`src/rtl/mem_requester.sv`:
```
// Single-outstanding load/store initiator for the Memory valid/ready ports.
// Sub-word stores are performed as a read-modify-write of the enclosing aligned word.
module mem_requester #(
    parameter int unsigned TIMEOUT = 255
) (
    input  logic        clk,
    input  logic        reset,
    input  logic        req_valid,
    output logic        req_ready,
    input  logic        req_write,
    input  logic [1:0]  req_size,
    input  logic        req_signed,
    input  logic [31:0] req_addr,
    input  logic [31:0] req_wdata,
    output logic        resp_valid,
    output logic [31:0] resp_data,
    output logic        resp_error,
    output logic [31:0] in_addr,
    output logic [31:0] in_data,
    output logic        in_valid,
    input  logic        in_ready,
    output logic [31:0] out_addr,
    input  logic [31:0] out_data,
    output logic        out_valid,
    input  logic        out_ready
);
    localparam int unsigned CW = ($clog2(TIMEOUT + 1) > 8) ? $clog2(TIMEOUT + 1) : 8;

    typedef enum logic [2:0] {S_IDLE, S_RD, S_RMW_RD, S_WR, S_RESP, S_ERR} state_t;

    state_t        state_q, state_d;
    logic [CW-1:0] cnt_q, cnt_d;
    logic [1:0]    off_q, off_d;
    logic [1:0]    size_q, size_d;
    logic          signed_q, signed_d;
    logic [31:0]   wdata_q, wdata_d;
    logic          req_ready_q, req_ready_d;
    logic          resp_valid_q, resp_valid_d;
    logic          resp_error_q, resp_error_d;
    logic [31:0]   resp_data_q, resp_data_d;
    logic [31:0]   in_addr_q, in_addr_d;
    logic [31:0]   in_data_q, in_data_d;
    logic          in_valid_q, in_valid_d;
    logic [31:0]   out_addr_q, out_addr_d;
    logic          out_valid_q, out_valid_d;

    logic [31:0]   lane, ext, merged;
    logic          stall, expired, req_bad;

    always_comb begin
        lane = out_data >> {off_q, 3'b000};
        case (size_q)
            2'd0:    ext = {{24{signed_q & lane[7]}}, lane[7:0]};
            2'd1:    ext = {{16{signed_q & lane[15]}}, lane[15:0]};
            default: ext = lane;
        endcase

        merged = out_data;
        for (int unsigned i = 0; i < 4; i++) begin
            if ((size_q == 2'd0 && off_q == 2'(i)) || (size_q == 2'd1 && off_q[1] == i[1])) begin
                merged[8*i +: 8] = (size_q == 2'd1 && i[0]) ? wdata_q[15:8] : wdata_q[7:0];
            end
        end
    end

    assign req_bad = (req_size == 2'd3) || (req_size == 2'd1 && req_addr[0]) ||
                     (req_size == 2'd2 && req_addr[1:0] != 2'b00);

    // Counter restarts on every state change because leaving a state always ends a stall run.
    assign stall   = ((state_q == S_RD || state_q == S_RMW_RD) && !out_ready) ||
                     (state_q == S_WR && !in_ready);
    assign expired = stall && (cnt_q == CW'(TIMEOUT - 1));

    always_comb begin
        state_d     = state_q;
        cnt_d       = (stall && !expired) ? cnt_q + CW'(1) : '0;
        off_d       = off_q;
        size_d      = size_q;
        signed_d    = signed_q;
        wdata_d     = wdata_q;
        in_addr_d   = in_addr_q;
        in_data_d   = in_data_q;
        out_addr_d  = out_addr_q;
        resp_data_d = '0;

        case (state_q)
            S_IDLE: begin
                if (req_valid) begin
                    off_d      = req_addr[1:0];
                    size_d     = req_size;
                    signed_d   = req_signed;
                    wdata_d    = req_wdata;
                    in_addr_d  = {req_addr[31:2], 2'b00};
                    out_addr_d = {req_addr[31:2], 2'b00};
                    in_data_d  = req_wdata;
                    if (req_bad)                   state_d = S_ERR;
                    else if (!req_write)           state_d = S_RD;
                    else if (req_size == 2'd2)     state_d = S_WR;
                    else                           state_d = S_RMW_RD;
                end
            end
            S_RD: begin
                if (out_ready) begin
                    resp_data_d = ext;
                    state_d     = S_RESP;
                end else if (expired) begin
                    state_d = S_ERR;
                end
            end
            S_RMW_RD: begin
                if (out_ready) begin
                    in_data_d = merged;
                    state_d   = S_WR;
                end else if (expired) begin
                    state_d = S_ERR;
                end
            end
            S_WR: begin
                if (in_ready)     state_d = S_RESP;
                else if (expired) state_d = S_ERR;
            end
            default: state_d = S_IDLE;
        endcase

        req_ready_d  = (state_d == S_IDLE);
        out_valid_d  = (state_d == S_RD) || (state_d == S_RMW_RD);
        in_valid_d   = (state_d == S_WR);
        resp_valid_d = (state_d == S_RESP) || (state_d == S_ERR);
        resp_error_d = (state_d == S_ERR);
    end

    always_ff @(posedge clk or negedge reset) begin
        if (!reset) begin
            state_q      <= S_IDLE;
            cnt_q        <= '0;
            off_q        <= '0;
            size_q       <= '0;
            signed_q     <= 1'b0;
            wdata_q      <= '0;
            req_ready_q  <= 1'b1;
            resp_valid_q <= 1'b0;
            resp_error_q <= 1'b0;
            resp_data_q  <= '0;
            in_addr_q    <= '0;
            in_data_q    <= '0;
            in_valid_q   <= 1'b0;
            out_addr_q   <= '0;
            out_valid_q  <= 1'b0;
        end else begin
            state_q      <= state_d;
            cnt_q        <= cnt_d;
            off_q        <= off_d;
            size_q       <= size_d;
            signed_q     <= signed_d;
            wdata_q      <= wdata_d;
            req_ready_q  <= req_ready_d;
            resp_valid_q <= resp_valid_d;
            resp_error_q <= resp_error_d;
            resp_data_q  <= resp_data_d;
            in_addr_q    <= in_addr_d;
            in_data_q    <= in_data_d;
            in_valid_q   <= in_valid_d;
            out_addr_q   <= out_addr_d;
            out_valid_q  <= out_valid_d;
        end
    end

    assign req_ready  = req_ready_q;
    assign resp_valid = resp_valid_q;
    assign resp_error = resp_error_q;
    assign resp_data  = resp_data_q;
    assign in_addr    = in_addr_q;
    assign in_data    = in_data_q;
    assign in_valid   = in_valid_q;
    assign out_addr   = out_addr_q;
    assign out_valid  = out_valid_q;

endmodule
```
`config.mk`:
```
export PLATFORM = sky130hd
export DESIGN_NAME = mem_requester
export DESIGN_NICKNAME = d
export VERILOG_FILES = /design/src/rtl/mem_requester.sv
export SDC_FILE = /design/constraint.sdc
export NUM_CORES = 1
export LEC_CHECK = 0
export CAP_MARGIN = 10
export CORE_MARGIN = 3
export CORE_UTILIZATION = 46
export CTS_BUF_LIST = sky130_fd_sc_hd__clkbuf_8
export CTS_CLUSTER_SIZE = 12
export DETAILED_ROUTE_END_ITERATION = 12
export PLACE_DENSITY = 0.94
export SLEW_MARGIN = 40
export SYNTH_ARGS = -nofsm -noshare
export SYNTH_HDL_FRONTEND = slang
export SYNTH_SLANG_ARGS = --single-unit
```
`constraint.sdc`:
```
create_clock -name clk -period 2.5 [get_ports clk]
set_clock_uncertainty 0.15 [all_clocks]
set_input_delay 0.625 -clock clk [delete_from_list [all_inputs] [get_ports clk]]
set_output_delay 0.625 -clock clk [all_outputs]
set_load 0.005 [all_outputs]
```
# Word-level counts from Yosys, hierarchy flattened
# Index checks and enable logic that the tools add are counted.
# op_classes
bitwise,3
n_eq_ne,18
shift,1
muxes,21
add_sub_neg,1
n_reduce_logical,33
# ops
cell,count
$mux W32,4
$pmux W32 S2,2
$mux W8,6
$shr A32 B5 Y32,1
$mux W3,6
$eq A3 B2 Y1 const B,4
$logic_and A1 B1 Y1,12
$pmux W3 S4,1
$logic_or A1 B1 Y1,10
$add A8 B1 Y8 const B,1
$eq A2 B2 Y1 const B,4
$eq A8 B8 Y1 const B,1
$eq A2 B1 Y1 const B,3
$eq A3 B1 Y1 const B,2
$eq A3 B3 Y1 const B,2
$logic_not A3 Y1,2
$logic_not A2 Y1,2
$ne A2 B2 Y1 const B,2
$reduce_bool A2 Y1,2
$logic_not A1 Y1,3
$reduce_and A3 Y1,1
$and A1 B1 Y1,2
$mux W2,1
$reduce_and A2 Y1,1
2 further kinds,2
# word_totals
wordCells,91
in_bits,105
out_inout_bits,133
ff_bits,131

# Depth between registers and ports, before layout
# depth
ltp_word,10
ltp_mapped,8

# Worst setup path before layout
# Ideal clock, no wire load.
# synth_path
path_type,input port to flip-flop
start,input in_ready
end,"register out_valid_q, in the netlist out_valid"
path_buffers,0
arrival_time_ns,1.611
required_time_ns,2.271
stages,5
setup_slack_ns,0.659
path_cell_list,and3_1 -> a41o_1 -> a221o_1 -> o21bai_1 -> mux2i_1
# synth_via
elab_chain_len,9
elab_cells_between_ends,12
cone_classes,eq/ne: 2; mux: 5; reduce/logical: 5
# synth_rtl
item,line,text
"start, declared",21,"input logic in_ready,"
$logic_not A1 Y1,71,(state_q == S_WR && !in_ready);
$logic_and A1 B1 Y1,71,
$logic_or A1 B1 Y1,70,assign stall = ((state_q == S_RD || state_q == S_RMW_RD) && !out_ready) ||
$logic_and A1 B1 Y1,72,assign expired = stall && (cnt_q == CW'(TIMEOUT - 1));
$mux W3,"106, 114, 120",
$mux W3 (on tied branches),"119, 103, 111",
$pmux W3 S4 (*),86,case (state_q)
named net state_d[2],31,"state_t state_q, state_d;"
$eq A3 B1 Y1 or $eq A3 B2 Y1 (tied branches),126,out_valid_d = (state_d == S_RD) || (state_d == S_RMW_RD);
$logic_or A1 B1 Y1 (*),126,
named net out_valid_d,45,"logic out_valid_q, out_valid_d;"
"end signal, assigned",164,out_valid_q <= out_valid_d;
"end, declared",45,
# Mark *: on every way through the listed nets, which the timed path passes. The rest lies on a longest branch.
# A chain may end at the register's enable or synchronous reset.

# Worst setup path after layout
# layout_path
start,register off_q[0]
end,"register in_data_q[7], in the netlist in_data[7]"
# layout_via
elab_chain_len,6
# layout_rtl
item,line,text
"start, declared",33,"logic [1:0] off_q, off_d;"
"start signal, assigned",136,off_q <= '0;
"start signal, assigned",152,off_q <= off_d;
$logic_not A2 Y1,60,if ((size_q == 2'd0 && off_q == 2'(i)) || (size_q == 2'd1 && off_q[1] == i[1])) begin
$logic_and A1 B1 Y1,60,
$logic_or A1 B1 Y1,60,
$mux W8,60,
$mux W32,111,if (out_ready) begin
$pmux W32 S2,86,
"end signal, assigned",161,in_data_q <= in_data_d;
"end, declared",42,"logic [31:0] in_data_q, in_data_d;"
# No other way between the ends. The select of a mux whose other input is x is not followed.

==> run_results.csv <==
group,metric,value,unit
placement,place_area,8840,sq um
synth,synthArstFlopShare,100,%
die,row_count,42,
synth,ys_top_cells_by_count,"dfrtp_1 (130), nand2_1 (76), nor2_1 (56)",
min_path,min-delay-path-class,"flop to flop",
setup_path,worstPathRequired,2.69,ns
pwr,power,10800,uW
placement,dp_cells,971,
global_routing,grt.busiest_layer,"met2",
global_routing,met2_usage,40.5,%
setup_path,cp_max_fo,14,
cts,clock-sinks,131,
setup_path,worstPathArrival,2.50,ns
cells_and_area,fin_cells,1003,
global_routing,grt_pass1_vias,5396,
cells_and_area,area_delta_synth_final,40.6,%
cts,cts_tree,"done",
setup_path,reg2reg_from,"off_q[0]",
cts,clk_root_buffer_cell,"clkbuf_8",
synth,yosysMostFrequentCell,"dfrtp_1",
placement,gp_congestion,0.877,
cells_and_area,seq_area,3280,sq um
pwr,vdd_drop_max,446,uV
synth,avgSynthCellArea,10.6,sq um
global_routing,grt_pass1_wl,30.4,mm
setup_path,startpoint_type,"flop",
routing,wl,19.4,mm
global_routing,grt.total_usage,24.9,%
global_routing,met3_usage,6.01,%
die,dieArea,15600,sq um
routing,firstDrtPassIters,5,
timing,finalSetupViolCount,0,
routing,wl_per_cell,19.4,um
timing,finalSetupTns,0,ns
die,ios,238,
synth,yosysSeqAreaShare,50.4,%
min_path,holdCritStartpoint,"in_data[6]",
setup_path,cp-end-kind,"flop",
timing,min_period,2.31,ns
timing,rsz0062_at_grt,"false",
cts,clockBufferDepth,2,
timing,whs,0.329,ns
cts,postCtsSetupBuffers,0,
cells_and_area,final_cell_area,9150,sq um
timing,slew_violations,0,
cts,numCtsBuffers,17,
global_routing,use_met1,32.4,%
routing,drc,0,
timing,hold_viol,0,
pwr,power_density,1180,nW/um^2
setup_path,crit_type,"flop to flop",
cells_and_area,nets,922,
synth,synth_edf_count,0,
cells_and_area,layout-drive-gt1-share,14.1,%
synth,postSynthCellCount,613,
timing,fmax,433,MHz
timing,tightestPinTransition,0.707,ns
timing,slew_headroom,52.8,%
timing,period_share,92.4,%
synth,yosys.area.top_type,"dfrtp_1",
synth,synth_warnings,0,
cells_and_area,fillers,1003,
cells_and_area,multi_input_area,2740,sq um
cts,clk_pin_slew_worst_paths,0.07,ns
cells_and_area,antenna_cells,0,
pwr,leakagePower,0.00393,uW
routing,via_per_inst,5.49,
die,core,13600,sq um
synth,synthTopCellsByArea,"dfrtp_1 (50%), mux2_2 (9.0%), mux2i_1 (5.4%)",
die,die_w,125,um
synth,synth_cell_types,50,
synth,synth_seq_cells,131,
job,cap_viol_max_count,0,
global_routing,grt_overflow,0,
setup_path,crit_start,"off_q[0]",
placement,dp_hpwl,14.8,mm
die,fp.dieH,125,um
routing,ant_nets,0,
synth,syn_area,6510,sq um
routing,drt_iter0_drc,631,
synth,synth_top_area_share,50.0,%
cts,h-tree-depth,4,
placement,port_buffers,233,
routing,vias,5510,
cts,clk_latency,0.44,ns
global_routing,grt_max_degree,60,
status,outcome,"finished, final reports clean",
die,start_util,48.0,%
synth,synth_ff_type,"dfrtp_1",
global_routing,grt_antenna_before_repair,0,
-- final timing paths --
| kind | end | slack [ns] | cells after the start |
|---|---|---|---|
| max | in_data[7] | 0.19 | 5 |
| min | in_data[6] | 0.33 | 1 |
| max reg2reg | in_data[7] | 0.19 | 5 |
| min reg2reg | in_data[6] | 0.33 | 1 |
| max in group asynchronous | out_addr[20] | 1.01 | 3 |
| min in group asynchronous | resp_data[8] | 0.53 | 2 |
-- cells by family after synthesis --
family          after synthesis  share of synthesized area (%)
buf+inv                      82                           7.88
xor+xnor                      7                          0.942
compound gates              132                           14.1
mux                          87                           14.4
flops                       131                           50.4
fa+ha+maj                     2                          0.384
other cells                   1                         0.0576
simple gates                171                           11.9
-- state kept, by name (all words and copies together) (netlist names) --
| name | cells |
|---|---|
| cnt_q | 8 |
| in_data | 32 |
| in_valid | 1 |
| off_q | 2 |
| out_addr | 30 |
| out_valid | 1 |
| req_ready | 1 |
| resp_data | 32 |
| resp_error | 1 |
| resp_valid | 1 |
| signed_q | 1 |
| size_q | 2 |
| state_q | 3 |
| wdata_q | 16 |
-- through the flow --
| stage | util (%) | setup WS, ns |
|---|---|---|
| floorplan | - | 0.659 |
| global placement | 65.2 | -0.00656 |
| detailed placement | 65.2 | -0.129 |
| CTS | 67.5 | 0.238 |
| global route | 67.5 | 0.0634 |
| finish | 67.5 | 0.190 |
-- area by class of cell --
cell class | count | area share, %
clock buffers | 18 | 2.71
repair buffers | 261 | 28.5
flip-flops and latches | 131 | 35.8
well taps | 176 | 2.41
multi-input cells | 403 | 29.9
clock inverters | 13 | 0.629
inverters | 1 | 0.0410
-- report_power, final --
part / switching [uW] / internal [uW] / leakage [uW]
sequential: 725 / 2980 / 0.00163
clock: 777 / 668 / 0.000189
combinational: 2450 / 3170 / 0.00212
total: 3950 / 6820 / 0.00393
-- timing repair --
| item | in CTS | in global routing |
|---|---|---|
| hold endpoints to repair | 32 | 0 |
| hold buffers | 1 | 0 |
| gates resized for setup | 0 | 0 |
-- layer usage --
metal  wire length [um]  vias up
met5                  0        -
met4                614        0
met3               1480       44
met2               9490      303
met1               7830     2635
li1                   -     2528
-- layout by cell type (no fill, tap or decap), drive strengths merged, types with 2 or more instances in the layout --
cell type | Yosys | final
clkdlybuf4s50 | 0 | 232
dfrtp | 130 | 130
nand2 | 76 | 76
nor2 | 56 | 56
mux2 | 52 | 52
mux2i | 35 | 35
a211oi | 30 | 30
buf | 64 | 28
o21ai | 23 | 23
clkbuf | 17 | 18
a21o | 17 | 17
o211ai | 16 | 16
a31oi | 16 | 16
a21oi | 12 | 12
nor2b | 11 | 11
a311oi | 8 | 8
inv | 1 | 7
clkinv | 0 | 7
xor2 | 5 | 5
nand3 | 4 | 4
conb | 1 | 4
nor3 | 4 | 4
and3 | 3 | 3
nand2b | 3 | 3
or2 | 3 | 3
o21bai | 2 | 2
a221o | 2 | 2
nand4 | 2 | 2
xnor2 | 2 | 2
and2 | 2 | 2
ha | 2 | 2
or3b | 2 | 2
-- critical path, stage by stage, from the launching register on --
cell and delay, ns:
dfrtp_1 0.64, nor2b_4 0.34, or3_1 0.45, mux2i_1 0.33, a211oi_1 0.12, a21o_1 0.17
No activity file was read; power rests on OpenSTA's default activity.
